**src/rtl/apb_xfer_ctrl_pkg.sv**
```systemverilog
// Shared definitions for the AHB-to-APB transfer controller: FSM state encoding,
// AHB response codes and AHB transfer-type decoding.
package apb_xfer_ctrl_pkg;

    typedef enum logic [2:0] {
        ST_IDLE   = 3'd0,
        ST_LATCH  = 3'd1,
        ST_SETUP  = 3'd2,
        ST_ACCESS = 3'd3,
        ST_ERR1   = 3'd4,
        ST_ERR2   = 3'd5
    } xfer_state_t;

    localparam logic HRESP_OKAY  = 1'b0;
    localparam logic HRESP_ERROR = 1'b1;

    localparam logic [1:0] HTRANS_IDLE = 2'b00;
    localparam logic [1:0] HTRANS_BUSY = 2'b01;

    // NONSEQ and SEQ start a transfer; IDLE and BUSY never do.
    function automatic logic htrans_active(input logic [1:0] htrans);
        return (htrans != HTRANS_IDLE) && (htrans != HTRANS_BUSY);
    endfunction

endpackage

```
**src/rtl/apb_wait_timer.sv**
```systemverilog
// Saturating wait-state counter for the APB ACCESS phase with a timeout flag;
// TIMEOUT = 0 disables the flag.
module apb_wait_timer #(
    parameter int TIMEOUT = 16
) (
    input  logic hclk,
    input  logic hresetn,
    input  logic clear,
    input  logic inc,
    output logic expired
);

    localparam int CNT_W = (TIMEOUT > 0) ? $clog2(TIMEOUT + 1) : 1;
    localparam logic [CNT_W-1:0] CNT_MAX  = '1;
    localparam logic [CNT_W-1:0] CNT_LAST = (TIMEOUT > 0) ? CNT_W'(TIMEOUT - 1) : '0;

    logic [CNT_W-1:0] count_q;

    always_ff @(posedge hclk or negedge hresetn) begin
        if (!hresetn) begin
            count_q <= '0;
        end else if (clear) begin
            count_q <= '0;
        end else if (inc && (count_q != CNT_MAX)) begin
            count_q <= count_q + CNT_W'(1);
        end
    end

    // Fires on the wait cycle whose increment brings the count to TIMEOUT, so the
    // FSM leaves ACCESS on the same edge the counter reaches the limit.
    assign expired = (TIMEOUT > 0) && inc && (count_q == CNT_LAST);

endmodule

```
**src/rtl/apb_xfer_ctrl.sv**
```systemverilog
// AHB-to-APB transfer controller: turns one AHB transfer at a time into an APB
// SETUP/ACCESS sequence and returns the APB outcome as an AHB response.
module apb_xfer_ctrl
    import apb_xfer_ctrl_pkg::*;
#(
    parameter int ADDR_W  = 32,
    parameter int DATA_W  = 32,
    parameter int TIMEOUT = 16
) (
    input  logic              hclk,
    input  logic              hresetn,
    input  logic              hsel,
    input  logic [1:0]        htrans,
    input  logic              hwrite,
    input  logic [ADDR_W-1:0] haddr,
    input  logic [DATA_W-1:0] hwdata,
    input  logic              hready_in,
    output logic              hready_out,
    output logic              hresp,
    output logic [DATA_W-1:0] hrdata,
    output logic              psel_en,
    output logic              penable,
    output logic              pwrite,
    output logic [ADDR_W-1:0] paddr,
    output logic [DATA_W-1:0] pwdata,
    input  logic [DATA_W-1:0] prdata,
    input  logic              pready,
    input  logic              pslverr
);

    xfer_state_t state_q;
    xfer_state_t state_d;
    logic        xfer_valid;
    logic        accept;
    logic        timer_clear;
    logic        timer_inc;
    logic        timer_expired;

    assign xfer_valid = hsel && htrans_active(htrans) && hready_in;
    assign accept     = ((state_q == ST_IDLE) || (state_q == ST_ERR2)) && xfer_valid;

    // NOTE: sequential state uses non-blocking assignments so every flop samples
    // pre-edge values regardless of the order the always_ff blocks run in.
    always_ff @(posedge hclk or negedge hresetn) begin
        if (!hresetn) begin
            state_q <= ST_IDLE;
        end else begin
            state_q <= state_d;
        end
    end

    // NOTE: every always_comb output is given a default before the case so no
    // path leaves it unassigned, which would otherwise infer a latch.
    always_comb begin
        state_d     = state_q;
        timer_clear = 1'b0;
        timer_inc   = 1'b0;
        case (state_q)
            ST_IDLE, ST_ERR2: state_d = xfer_valid ? ST_LATCH : ST_IDLE;
            ST_LATCH:         state_d = ST_SETUP;
            ST_SETUP: begin
                timer_clear = 1'b1;
                state_d     = ST_ACCESS;
            end
            ST_ACCESS: begin
                if (pready) begin
                    state_d = pslverr ? ST_ERR1 : ST_IDLE;
                end else begin
                    timer_inc = 1'b1;
                    if (timer_expired) begin
                        state_d = ST_ERR1;
                    end
                end
            end
            ST_ERR1:          state_d = ST_ERR2;
            default:          state_d = ST_IDLE;
        endcase
    end

    apb_wait_timer #(
        .TIMEOUT (TIMEOUT)
    ) u_wait_timer (
        .hclk    (hclk),
        .hresetn (hresetn),
        .clear   (timer_clear),
        .inc     (timer_inc),
        .expired (timer_expired)
    );

    // Address and direction come from the AHB address phase, write data one cycle
    // later from the data phase; all hold until the next accepted transfer.
    always_ff @(posedge hclk or negedge hresetn) begin
        if (!hresetn) begin
            paddr  <= '0;
            pwrite <= 1'b0;
            pwdata <= '0;
            hrdata <= '0;
        end else begin
            if (accept) begin
                paddr  <= haddr;
                pwrite <= hwrite;
            end
            if (state_q == ST_LATCH) begin
                pwdata <= hwdata;
            end
            if ((state_q == ST_ACCESS) && pready && !pslverr && !pwrite) begin
                hrdata <= prdata;
            end
        end
    end

    assign hready_out = (state_q == ST_IDLE) || (state_q == ST_ERR2);
    assign hresp      = ((state_q == ST_ERR1) || (state_q == ST_ERR2)) ? HRESP_ERROR : HRESP_OKAY;
    assign psel_en    = (state_q == ST_SETUP) || (state_q == ST_ACCESS);
    assign penable    = (state_q == ST_ACCESS);

endmodule
```
**config.mk**
```make
export PLATFORM = sky130hd
export DESIGN_NAME = apb_xfer_ctrl
export DESIGN_NICKNAME = d
export VERILOG_FILES = /design/src/rtl/apb_xfer_ctrl_pkg.sv /design/src/rtl/apb_wait_timer.sv /design/src/rtl/apb_xfer_ctrl.sv
export SDC_FILE = /design/constraint.sdc
export NUM_CORES = 1
export LEC_CHECK = 0
export ABC_AREA = 1
export CAP_MARGIN = 10
export CORE_MARGIN = 2
export CORE_UTILIZATION = 37
export DETAILED_ROUTE_END_ITERATION = 10
export HOLD_SLACK_MARGIN = 0.12
export PLACE_DENSITY = 0.77
export SLEW_MARGIN = 10
export SYNTH_ARGS = -nofsm -noshare
export SYNTH_HDL_FRONTEND = slang
export SYNTH_SLANG_ARGS = --single-unit
```
**constraint.sdc**
```tcl
create_clock -name hclk -period 1.5 [get_ports hclk]
set_input_delay 0.45 -clock hclk [delete_from_list [all_inputs] [get_ports hclk]]
set_output_delay 0.45 -clock hclk [all_outputs]
set_load 0.1 [all_outputs]
```
# [After elaboration in Yosys (flattened, before gate mapping)]
# Cells that the tools add are included.
[word_totals] ff_bits=105 latch_bits=0 ramBits=0 rom_bits=0 in_bits=105 output_inout_bits=101 wordCells=45 memories=0
[op_classes] add_sub_neg=1 mul=0 div=0 order_cmp=0 eq_ne=9 n_shift=0 mux=11 n_bitwise=0 n_reduce_logical=18
[op_table] op="3-bit case mux with 5 select lines" count=1
[op_table] op="5-bit 2-to-1 mux" count=2
[op_table] op="1-bit logical AND" count=9
[op_table] op="3-bit 2-to-1 mux" count=3
[op_table] op="3-bit by 2-bit == test with 1-bit output, second input constant" count=2
[op_table] op="3-bit == test, second input constant" count=2
[op_table] op="5-bit by 1-bit adder with 5-bit output, second input constant" count=1
[op_table] op="5-bit by 4-bit == test with 1-bit output, second input constant" count=1
[op_table] op="1-bit 2-to-1 mux" count=5
[op_table] op="5-bit inequality test, second input constant" count=1
[op_table] op="2-bit nonzero test" count=2
[op_table] op="3-bit by 1-bit == test with 1-bit output, second input constant" count=1
[op_table] op="3-bit zero test" count=1
[op_table] op="1-bit logical OR" count=3
[op_table] op="3-bit by 1-bit inequality test with 1-bit output, second input constant" count=1
[op_table] op="1-bit zero test" count=2
[op_table] op="2-bit by 1-bit inequality test with 1-bit output, second input constant" count=1
[op_table] op="2-bit OR reduction" count=1

# [Longest topological paths before layout]
# Gate-level depths: netlist of the first run.
[logic_depth] word_depth=6 depth_mapped=9 depth_no_buf=9

# [Modules after synthesis]
# Synthesis of the first run repeated with hierarchy kept, for this count alone.
[hier_totals] cells_unflattened=488 area_unflattened_um2=4337.9
[modules_own_cells] mod="apb_xfer_ctrl" instances=1 cells_per_inst=449 area_each_um2=4050.1 seq_area_each_um2=2502.4
[modules_own_cells] mod="apb_wait_timer" instances=1 cells_per_inst=39 area_each_um2=287.8 seq_area_each_um2=125.1

# [Worst setup path after synthesis of the first run]
# OpenSTA, ideal clock, no wires.
[synth_timing] path_type="register to register" startpoint="register state_q[1]" endpoint="register u_wait_timer.count_q[4]" arrival_ns=2.416 t_required_ns=1.374 path_slack_ns=-1.042 stages_incl_launch_ff=6 path_buffers=0 path_cell_list="dfrtp_1 > nand2_1 > nor2_1 > nand3_1 > nand3_1 > o21ai_1"
[synth_between] elab_chain_len=4 elab_cells_between_ends=7
[synth_rtl] element="start: declaration" line="apb_xfer_ctrl.sv:31" source="xfer_state_t state_q;"
[synth_rtl] element="start signal: assignment" line="apb_xfer_ctrl.sv:48" source="state_q <= state_d;"
[synth_rtl] element="3-bit by 2-bit == test with 1-bit output"
[synth_rtl] element="net penable" line="apb_xfer_ctrl.sv:22" source="output logic penable,"
[synth_rtl] element="1-bit 2-to-1 mux" line="apb_xfer_ctrl.sv:58" source="case (state_q)"
[synth_rtl] element="1-bit logical AND" line="apb_wait_timer.sv:24" source="end else if (inc && (count_q != CNT_MAX)) begin"
[synth_rtl] element="2-bit nonzero test (no line)"
[synth_rtl] element="end signal: assignment" line="apb_wait_timer.sv:25" source="count_q <= count_q + CNT_W'(1);"
[synth_rtl] element="end: declaration" line="apb_wait_timer.sv:17" source="logic [CNT_W-1:0] count_q;"
# The timed path passes the listed nets, and every way through them passes these cells.
# A chain may end at the register's enable or synchronous reset.

# [Worst setup path after layout of the first run]
[layout_timing] startpoint="register state_q[0]" endpoint="output port hready_out"
[layout_between] elab_chain_len=2 elab_cells_between_ends=3
[layout_rtl] element="3-bit == test or 3-bit zero test (tied branches)" line="apb_xfer_ctrl.sv:112" source="assign hready_out = (state_q == ST_IDLE) || (state_q == ST_ERR2);"
[layout_rtl] element="1-bit logical OR *" line="apb_xfer_ctrl.sv:112"
[layout_rtl] element="end: declaration" line="apb_xfer_ctrl.sv:18" source="output logic hready_out,"
# Mark *: on every way between the ends. The rest lies on a longest branch, timed or not.

==> results.md, run 1 <==
- CTS HTree Levels: 3
- Vias in the first global route: 4,289
- Worst-Margin Slew: 397 ps
- Setup crit start kind: register
- FP Rows: 39
- Max Cap Viol: 0
- Critical path peak fanout: 4
- Final Hold Vio Count: 0
- Tot GR Track Use: 20.6%
- Initial Utilization: 37.8%
- Worst clock skew: 7.36 ps
- Die outline area: 0.0125 mm^2
- Vias per inst: 4.81
- Yosys warns: 0
- Post-synthesis area per instance: 8.83 um^2
- Crit end category: output pin
- Syn Inst Count: 486
- Synth Net Count: 594
- Critical Path RT: 1050 ps
- Total gr overflow: 0
- Die H: 112 um
- Sink Count: 105
- First-pass GRT wire length: 21,000 um
- WP data arrival: 1290 ps
- Post-Syn Area: 0.00429 mm^2
- Synth area leaders: dfrtp_1 61%, nand2_1 16%, nand3_1 9.2%
- CTS buffer count: 9
- HP Class: input port to asynchronous set/reset pin
- Setup_tns: -859 ps
- Final core occ: 72.3%
- Final hold slack: 518 ps
- Final setup violation count: 4
- Final ANT Viol Nets: 0
- RSZ-0062 raised after global routing: yes
- Detailed Route WL: 12,900 um
- Met2 routed WL: 6830 um
- Fin nets: 820
- Share of the yosys chip area belonging to registers: 61.2%
- Share of layout cells above drive strength 1: 25.7%
- Initial antenna violation count: 0
- Worst-path cell chain: buf_4 -> nand3_2 -> nand2_2 -> buf_12
- Area Growth Syn to Fin: 91.5%
- Chip Width: 112 um
- Share of the synthesized area in the top cell type: 61.2%
- CTS tree: built
- Core box area: 0.0114 mm^2
- Dpl cells: 829
- CP max stage cell: dfrtp_2
- Slew Viols, Final: 0
- RePlAce Congestion: 0.773
- WL met1: 4910 um
- Status: finished, violations left
- PnR worst setup slack: -236 ps
- Post-route DRC: 0
- Largest area contributor in the netlist: dfrtp_1
- Yosys reg bits: 105
- Fill count: 814
- Diodes inserted: 0
- Top Metal Used: met4
- Vias: 4,140
- Failing checks: negative setup slack
- Fin crit share: 116%
- Number of distinct library cells after synthesis: 20
- Max-slew headroom: 73.5%
- CTS root buf: clkbuf_16
- WL/cell: 15.0 um
- Final cell count without fillers: 860
- Routed wl met3: 877 um
- Crit-path max cell delay: 440 ps
- I/O Buffers: 204
- Pre-antenna DRT Iters: 4
- DP HPWL: 9340 um
- Largest net degree at the start of global routing: 66
- Fmax: 576 MHz
- Clk_lat worst skew: 340 ps
- I/O pins: 206
- DRT iter0 DRCs: 262
- Clk slew on worst S/H paths: 70 ps
- Max Root-Sink Buffers: 2
- Min cycle time layout: 1740 ps
- CP Class: register to output pin
## stage by stage
stage                     setup slack [ps]  area, um^2
after floorplan                       -209        4330
after global routing                  -278        8220
final                                 -236        8220
after detailed placement              -264        7670
after global placement                -196        7670
after CTS                             -233        8070
## final timing paths
kind / start / endpoint / slack, ps / cells after the start
setup / recovery: state_q[0]$_DFFE_PN0P_ / hready_out / -240 / 4
min in group hclk: hrdata[12]$_DFFE_PN0P_ / hrdata[12]$_DFFE_PN0P_ / 530 / 2
setup reg to reg: u_wait_timer.count_q[1]$_DFFE_PN0P_ / u_wait_timer.count_q[0]$_DFFE_PN0P_ / 20 / 9
hold / removal: hresetn / pwdata[5]$_DFFE_PN0P_ / 520 / 2
max in group asynchronous: hresetn / pwrite$_DFFE_PN0P_ / 520 / 3
hold reg to reg: hrdata[12]$_DFFE_PN0P_ / hrdata[12]$_DFFE_PN0P_ / 530 / 2
## cell type report
| class | instances | area (um^2) | area share [%] |
|---|---|---|---|
| clock buffer | 11 | 243 | 2.95 |
| clock inverter | 5 | 55.1 | 0.670 |
| inverter | 44 | 165 | 2.01 |
| multi-input combinational | 311 | 1460 | 17.8 |
| sequential | 105 | 2630 | 32.0 |
| tap | 143 | 179 | 2.18 |
| timing repair buffer | 241 | 3480 | 42.4 |
## cell families (layout without fill, tap and decap cells)
family                     after synthesis  after routing  synth area share [%]
adders and majority gates                3              3                 0.874
and+or+nand+nor                        274            274                  27.0
DFF                                    105            105                  61.2
AOI/OAI and AO/OA                       34             34                  3.96
buffers and inverters                   70            301                  6.97
## cell usage in the layout (no fill, tap or decap)
master,instances
nand3b_1,1
dfrtp_1,102
buf_4,21
nor3_4,1
nor2_1,3
nand3_2,5
nor2_4,3
bufinv_16,1
nand2_1,175
buf_12,110
nand3_4,1
inv_2,7
clkbuf_16,10
dlygate4sd3_1,1
nand4_1,2
nand2_4,3
clkinvlp_4,2
o21ai_1,33
and3_1,1
o21ai_0,1
inv_1,37
clkdlybuf4s50_1,102
dfrtp_2,3
nor2_2,1
buf_6,6
clkinv_2,2
nand3_1,74
clkbuf_8,1
nand2_2,4
clkbuf_1,1
ha_2,3
## metal layers
layer | track usage (%) | vias up
li1 | - | 1986
met1 | 24.3 | 1977
met2 | 37.3 | 157
met3 | 4.79 | 20
met4 | 6.58 | 0
met5 | 0 | -
## state kept, by name, summed over array words and instances, names as in the netlist
register,count
pwdata,32
pwrite,1
state_q,3
hrdata,32
u_wait_timer.count_q,5
paddr,32
## critical path: cells and delay by family, from the launching register on
kind | cells | cell delay, ps
DFF | 1 | 440
buffers and inverters | 2 | 330
and+or+nand+nor | 2 | 170
## repair_timing
item | CTS | global route
hold endpoints to repair | 13 | 0
setup buffers | 8 | 5
setup endpoints to repair | 8 | 75
pin swaps | 3 | 12
resized for setup | 8 | 27
cloned | 0 | 2
hold buffers | 1 | 0
## cells in the mapped netlist
cell type  number
nand3_2         1
nand2_1       180
buf_1           1
nand4_1         2
ha_1            3
and3_1          1
nor3_1          1
nand2_2         2
nor2_4          1
clkbuf_1        2
o21ai_1        33
buf_4           3
inv_2           3
buf_2          20
dfrtp_1       105
nand3b_1        1
inv_1          41
nor2_1          6
o21ai_0         1
nand3_1        79
Power of run 1 is not shown: default switching activity piles up to over one toggle a cycle in this logic, so the estimate is an artifact.
==> run 2: changes to the inputs <==
--- a/config.mk
+++ b/config.mk
@@ -7,7 +7,7 @@
 export LEC_CHECK = 0
 export ABC_AREA = 1
 export CAP_MARGIN = 10
-export CORE_MARGIN = 2
+export CORE_MARGIN = 3
 export CORE_UTILIZATION = 37
 export DETAILED_ROUTE_END_ITERATION = 10
 export HOLD_SLACK_MARGIN = 0.12
==> run 2 against run 1 <==
  * The run still ends with negative setup slack left
  * Non-clock buffer count is 3 higher
  * Core utilization is 2.1 points higher
  * Maximum frequency hardly changed
  * Sequential cell count stayed put
  * Worst hold slack better by 14 ps
  * First-iteration DRC count is 32% higher
  * Clock-buffer cell count is 1 higher
  * Critical path depth stayed put
  * Sequential share of layout area is 0.092 points lower
  * Critical endpoint is now penable
  * Highest routed layer unchanged
==> results.md, run 2 (synthesis gave the netlist of run 1 again) <==
- CTS buffer count: 9 (unchanged)
- Final cell count without fillers: 859 (was 860)
- Final Cell Area: 0.00824 mm^2 (was 0.00822 mm^2)
- Critical path peak fanout: 3 (was 4)
- Crit-path max cell delay: 390 ps (was 440 ps)
- Core box area: 0.0111 mm^2 (was 0.0114 mm^2)
- Worst-Margin Slew: 373 ps (was 397 ps)
- Largest registers: hrdata x32, paddr x32, pwdata x32 (unchanged)
- CTS HTree Levels: 3 (unchanged)
- WP data arrival: 1290 ps (about the same)
- CTS root buf: clkbuf_16 (unchanged)
- Most frequent cells in the layout: 175 x nand2_1, 109 x buf_12, 102 x dfrtp_1, 102 x clkdlybuf4s50_1, 74 x nand3_1 (was 175 x nand2_1, 110 x buf_12, 102 x dfrtp_1, 102 x clkdlybuf4s50_1, 74 x nand3_1)
- Initial antenna violation count: 0 (unchanged)
- Chip Width: 114 um (was 112 um)
- Final ANT Viol Nets: 0 (unchanged)
- Multi-input gate area: 0.00149 mm^2 (was 0.00146 mm^2)
- Final setup violation count: 5 (was 4)
- R2r setup slk: -10 ps (was 20 ps)
- Clk slew on worst S/H paths: 70 ps (about the same)
- Max-slew headroom: 75.0% (was 73.5%)
- Post-route DRC: 0 (unchanged)
- FF/Latch Area: 0.00263 mm^2 (unchanged)
- R2R cell count: 9 (unchanged)
- DP HPWL: 9880 um (was 9340 um)
- Pre-antenna DRT Iters: 4 (unchanged)
- Max Cap Viol: 0 (unchanged)
- FP Rows: 38 (was 39)
- Die H: 114 um (was 112 um)
- Status: finished, violations left (unchanged)
- DRT iter0 DRCs: 345 (was 262)
- Fin crit share: 116% (about the same)
- CTS tree: built (unchanged)
- DP Area: 0.00767 mm^2 (about the same)
- Max Root-Sink Buffers: 2 (unchanged)
- CP Class: register to output pin (unchanged)
- Hold Path End: hrdata[31]$_DFFE_PN0P_
- Vias per inst: 4.85 (was 4.81)
- Clk_lat worst skew: 340 ps (about the same)
- I/O Buffers: 204 (unchanged)
- Setup crit start kind: register (unchanged)
- Initial Utilization: 38.8% (was 37.8%)
- Failing checks: negative setup slack (unchanged)
- Crit end category: output pin (unchanged)
- Post-Place Worst Slack: -230 ps (was -264 ps)
- Diodes inserted: 0 (unchanged)
- Reg2reg end: state_q[0]$_DFFE_PN0P_ (was u_wait_timer.count_q[0]$_DFFE_PN0P_)
- Fill count: 738 (was 814)
- Fin nets: 823 (was 820)
- Vias: 4,169 (was 4,140)
- CP max stage cell: dfrtp_1 (was dfrtp_2)
- Final Hold Vio Count: 0 (unchanged)
- Hold Path Origin: hrdata[31]$_DFFE_PN0P_
- Detailed Route WL: 13,600 um (was 12,900 um)
- RePlAce Congestion: 0.803 (was 0.773)
- Most common cell after layout, fill and taps aside: nand2_1 (unchanged)
- Tot GR Track Use: 20.2% (was 20.6%)
- First-pass GRT wire length: 20,500 um (was 21,000 um)
- Min cycle time layout: 1740 ps (about the same)
- PnR worst setup slack: -236 ps (about the same)
- Dpl cells: 826 (was 829)
- Die outline area: 0.0129 mm^2 (was 0.0125 mm^2)
- HP Class: register to register (was input port to asynchronous set/reset pin)
- WHS Path Cells: 2
- Largest net degree at the start of global routing: 66 (unchanged)
- Area Growth Syn to Fin: 92.0% (was 91.5%)
- Sink Count: 105 (unchanged)
- Critical Path RT: 1050 ps (about the same)
- I/O pins: 206 (unchanged)
- Worst-path cell chain: buf_4 -> nand2_2 -> nor2_4 -> buf_12 (was buf_4 -> nand3_2 -> nand2_2 -> buf_12)
- Share of layout cells above drive strength 1: 25.5% (was 25.7%)
- Slew Viols, Final: 0 (unchanged)
- WL/cell: 15.8 um (was 15.0 um)
- Fmax: 576 MHz (about the same)
- Final core occ: 74.4% (was 72.3%)
- Worst clock skew: 4.91 ps (was 7.36 ps)
- Worst r2r src: u_wait_timer.count_q[0]$_DFFE_PN0P_ (was u_wait_timer.count_q[1]$_DFFE_PN0P_)
- RSZ-0062 raised after global routing: yes (unchanged)
- Total gr overflow: 0 (unchanged)
- Vias in the first global route: 4,239 (was 4,289)
==> run 2: changes by cell type in the layout (fill, tap and decap cells not counted), moves of 2 or more <==
cell	previous run	this run
nand3_4	1	3
buf_4	21	24
nand3_2	5	3
clkbuf_1	1	3
==> run 2: area by class of cell <==
type	instances	area share (%)
Multi-Input combinational cell	311	18.0
Sequential cell	105	31.9
Clock inverter	3	0.516
Clock buffer	12	2.87
Inverter	44	2.00
Tap cell	140	2.13
Timing Repair Buffer	244	42.5
==> run 2: worst max-delay path: cells and delay by family (launching register included) <==
family,cells,cell delay [ps]
simple gates,2,210
flops,1,390
buf+inv,2,330
==> run 2: layer usage <==
metal  global-route usage (%)  wire, um  up-vias
met5                        0         0        -
met4                     7.53       325        0
met3                     6.58      1000       26
met2                     37.6      7450      168
met1                     21.1      4800     1990
li1                         -         -     1985
==> run 2: worst max-delay path by stage <==
stage,start,end,cells past startpoint
5_1_grt,state_q[1]$_DFFE_PN0P_,penable,4
6_report,state_q[1]$_DFFE_PN0P_,penable,4
3_5_place_dp,pready,hrdata[22]$_DFFE_PN0P_,6
3_3_place_gp,pready,hrdata[29]$_DFFE_PN0P_,7
4_1_cts,state_q[1]$_DFFE_PN0P_,hready_out,4
2_1_floorplan,state_q[2]$_DFFE_PN0P_,psel_en,1
==> run 2: per-stage QoR <==
stage / setup TNS, ps / hold WS [ps]
6_report: -907 / 532
3_5_place_dp: -12110 / 385
5_1_grt: -1540 / 565
3_3_place_gp: -10710 / 384
2_1_floorplan: -209 / 154
4_1_cts: -950 / 537
==> run 2: what timing repair did <==
action	CTS	global route
hold buffers	1	0
gates resized for setup	11	20
setup buffers	7	8
hold endpoints to repair	20	0
gates cloned	0	4
pin swaps	4	13
endpoints found under the setup margin	6	52
Power of run 2 is left out for the same reason.
==> run 3: changes to the inputs <==
--- a/config.mk
+++ b/config.mk
@@ -11,6 +11,7 @@
 export CORE_UTILIZATION = 37
 export DETAILED_ROUTE_END_ITERATION = 10
 export HOLD_SLACK_MARGIN = 0.12
+export MAX_ROUTING_LAYER = met4
 export PLACE_DENSITY = 0.77
 export SLEW_MARGIN = 10
 export SYNTH_ARGS = -nofsm -noshare
==> run 3 against run 2 <==
  * Register-to-register slack about the same
  * Sequential cell count unchanged
  * Core utilization is essentially flat
  * The run still ends with negative setup slack left
  * Highest routed layer unchanged
  * Die area unchanged
==> results.md, run 3 (synthesis gave the netlist of run 1 again) <==
- Status: finished, violations left (unchanged)
- Failing checks: negative setup slack (unchanged)
- Final hold slack: 531 ps (was 532 ps)
- Detailed Route WL: 13,500 um (was 13,600 um)
- Vias in the first global route: 4,237 (was 4,239)
- Sink Count: 105 (unchanged)
- CP max stage cell: dfrtp_1 (unchanged)
- Max-slew headroom: 74.9% (was 75.0%)
- Crit end category: output pin (unchanged)
- HP Class: register to register (unchanged)
- Setup_tns: -891 ps (was -907 ps)
- Die H: 114 um (unchanged)
- CTS buffer count: 9 (unchanged)
- Slew Viols, Final: 0 (unchanged)
- Worst-Margin Slew: 375 ps (was 373 ps)
- Pre-antenna DRT Iters: 4 (unchanged)
- Critical path peak fanout: 3 (unchanged)
- Most common cell after layout, fill and taps aside: nand2_1 (unchanged)
- Worst-path cell chain: buf_4 -> nand2_2 -> nor2_4 -> buf_12 (unchanged)
- Top Usage Layer GRT: met2 (unchanged)
- Vias: 4,160 (was 4,169)
- GR Layer Usage met2: 37.6% (unchanged)
- Crit-path max cell delay: 390 ps (about the same)
- DRT iter0 DRCs: 395 (was 345)
- Final Hold Vio Count: 0 (unchanged)
- Final setup violation count: 5 (unchanged)
- Fin crit share: 116% (about the same)
- Post-route DRC: 0 (unchanged)
- CTS root buf: clkbuf_16 (unchanged)
- DP HPWL: 9880 um (unchanged)
- Area Growth Syn to Fin: 92.0% (about the same)
- CTS tree: built (unchanged)
- Final ANT Viol Nets: 0 (unchanged)
- R2R cell count: 9 (unchanged)
- FF/Latch Area: 0.00263 mm^2 (unchanged)
- Share of layout cells above drive strength 1: 25.3% (was 25.5%)
- WHS Path Cells: 2 (unchanged)
- WL/cell: 15.7 um (was 15.8 um)
- FP Rows: 38 (unchanged)
- Most frequent cells in the layout: 175 x nand2_1, 108 x buf_12, 102 x dfrtp_1, 102 x clkdlybuf4s50_1, 74 x nand3_1 (was 175 x nand2_1, 109 x buf_12, 102 x dfrtp_1, 102 x clkdlybuf4s50_1, 74 x nand3_1)
- Total gr overflow: 0 (unchanged)
- Clk slew on worst S/H paths: 70 ps (about the same)
- Fmax: 575 MHz (was 576 MHz)
- Critical Path RT: 1050 ps (about the same)
- Diodes inserted: 0 (unchanged)
- Multi-input gate area: 0.00149 mm^2 (unchanged)
- CP Class: register to output pin (unchanged)
- I/O pins: 206 (unchanged)
- I/O Buffers: 204 (unchanged)
- Max Root-Sink Buffers: 2 (unchanged)
- Max Cap Viol: 0 (unchanged)
- WP data arrival: 1290 ps (about the same)
- Die outline area: 0.0129 mm^2 (unchanged)
- RSZ-0062 raised after global routing: yes (unchanged)
- Fin nets: 822 (was 823)
- Worst clock skew: 5.44 ps (was 4.91 ps)
- Core box area: 0.0111 mm^2 (unchanged)
- First-pass GRT wire length: 20,500 um (about the same)
- Tot GR Track Use: 20.8% (was 20.2%)
- Chip Width: 114 um (unchanged)
- CTS HTree Levels: 3 (unchanged)
- Largest net degree at the start of global routing: 66 (unchanged)
- Initial antenna violation count: 0 (unchanged)
- Min cycle time layout: 1740 ps (about the same)
- RePlAce Congestion: 0.815 (was 0.803)
- Largest registers: hrdata x32, paddr x32, pwdata x32 (unchanged)
- Vias per inst: 4.85 (about the same)
- Met3 GRT Util: 5.62% (was 6.58%)
- Initial Utilization: 38.8% (unchanged)
- Clk_lat worst skew: 340 ps (about the same)
- Fill count: 741 (was 738)
- Setup crit start kind: register (unchanged)
- Met1 usage: 21.8% (was 21.1%)
- PnR worst setup slack: -239 ps (was -236 ps)
run 3: per-stage QoR:
| step | util [%] | instance area (um^2) | setup WS, ps | instances |
|---|---|---|---|---|
| 6_report | 74.4 | 8240 | -239 | 858 |
| 5_1_grt | 74.4 | 8240 | -304 | 858 |
| 4_1_cts | 72.7 | 8050 | -250 | 849 |
| 3_5_place_dp | 69.2 | 7670 | -230 | 826 |
| 3_3_place_gp | 69.2 | 7670 | -199 | 826 |
| 2_1_floorplan | - | 4330 | -209 | 486 |
run 3: cell type report:
| type | instances | area share (%) |
|---|---|---|
| clock buffers | 12 | 2.87 |
| clock inverters | 3 | 0.516 |
| inverters | 44 | 2.00 |
| multi-input cells | 311 | 18.1 |
| flip-flops and latches | 105 | 31.9 |
| well taps | 140 | 2.13 |
| repair buffers | 243 | 42.5 |
run 3: critical path: cells and delay by family (launching register included):
family | cells | cell delay (ps)
simple gates | 2 | 210
buf+inv | 2 | 330
flops | 1 | 390
run 3: worst paths after layout:
check	start	to	slack, ps
setup / recovery	state_q[1]$_DFFE_PN0P_	penable	-240
hold / removal	paddr[23]$_DFFE_PN0P_	paddr[23]$_DFFE_PN0P_	530
setup reg to reg	u_wait_timer.count_q[0]$_DFFE_PN0P_	state_q[0]$_DFFE_PN0P_	-10
hold reg to reg	paddr[23]$_DFFE_PN0P_	paddr[23]$_DFFE_PN0P_	530
max in group asynchronous	hresetn	hrdata[31]$_DFFE_PN0P_	430
min in group asynchronous	hresetn	pwdata[26]$_DFFE_PN0P_	570
run 3: metal layers:
metal	wire (um)	part of all wire, %	vias up
li1	-	-	1986
met1	4850	36	1978
met2	7380	55	170
met3	919	6.8	26
met4	316	2.3	0
met5	0	0	-
run 3: what timing repair did:
| item | CTS | global route |
|---|---|---|
| pin swaps | 4 | 13 |
| setup endpoints to repair | 6 | 52 |
| resized for setup | 11 | 21 |
| cloned | 0 | 3 |
| hold buffers | 1 | 0 |
| setup buffers | 7 | 8 |
| hold endpoints to repair | 20 | 0 |
Power of run 3 is left out for the same reason.
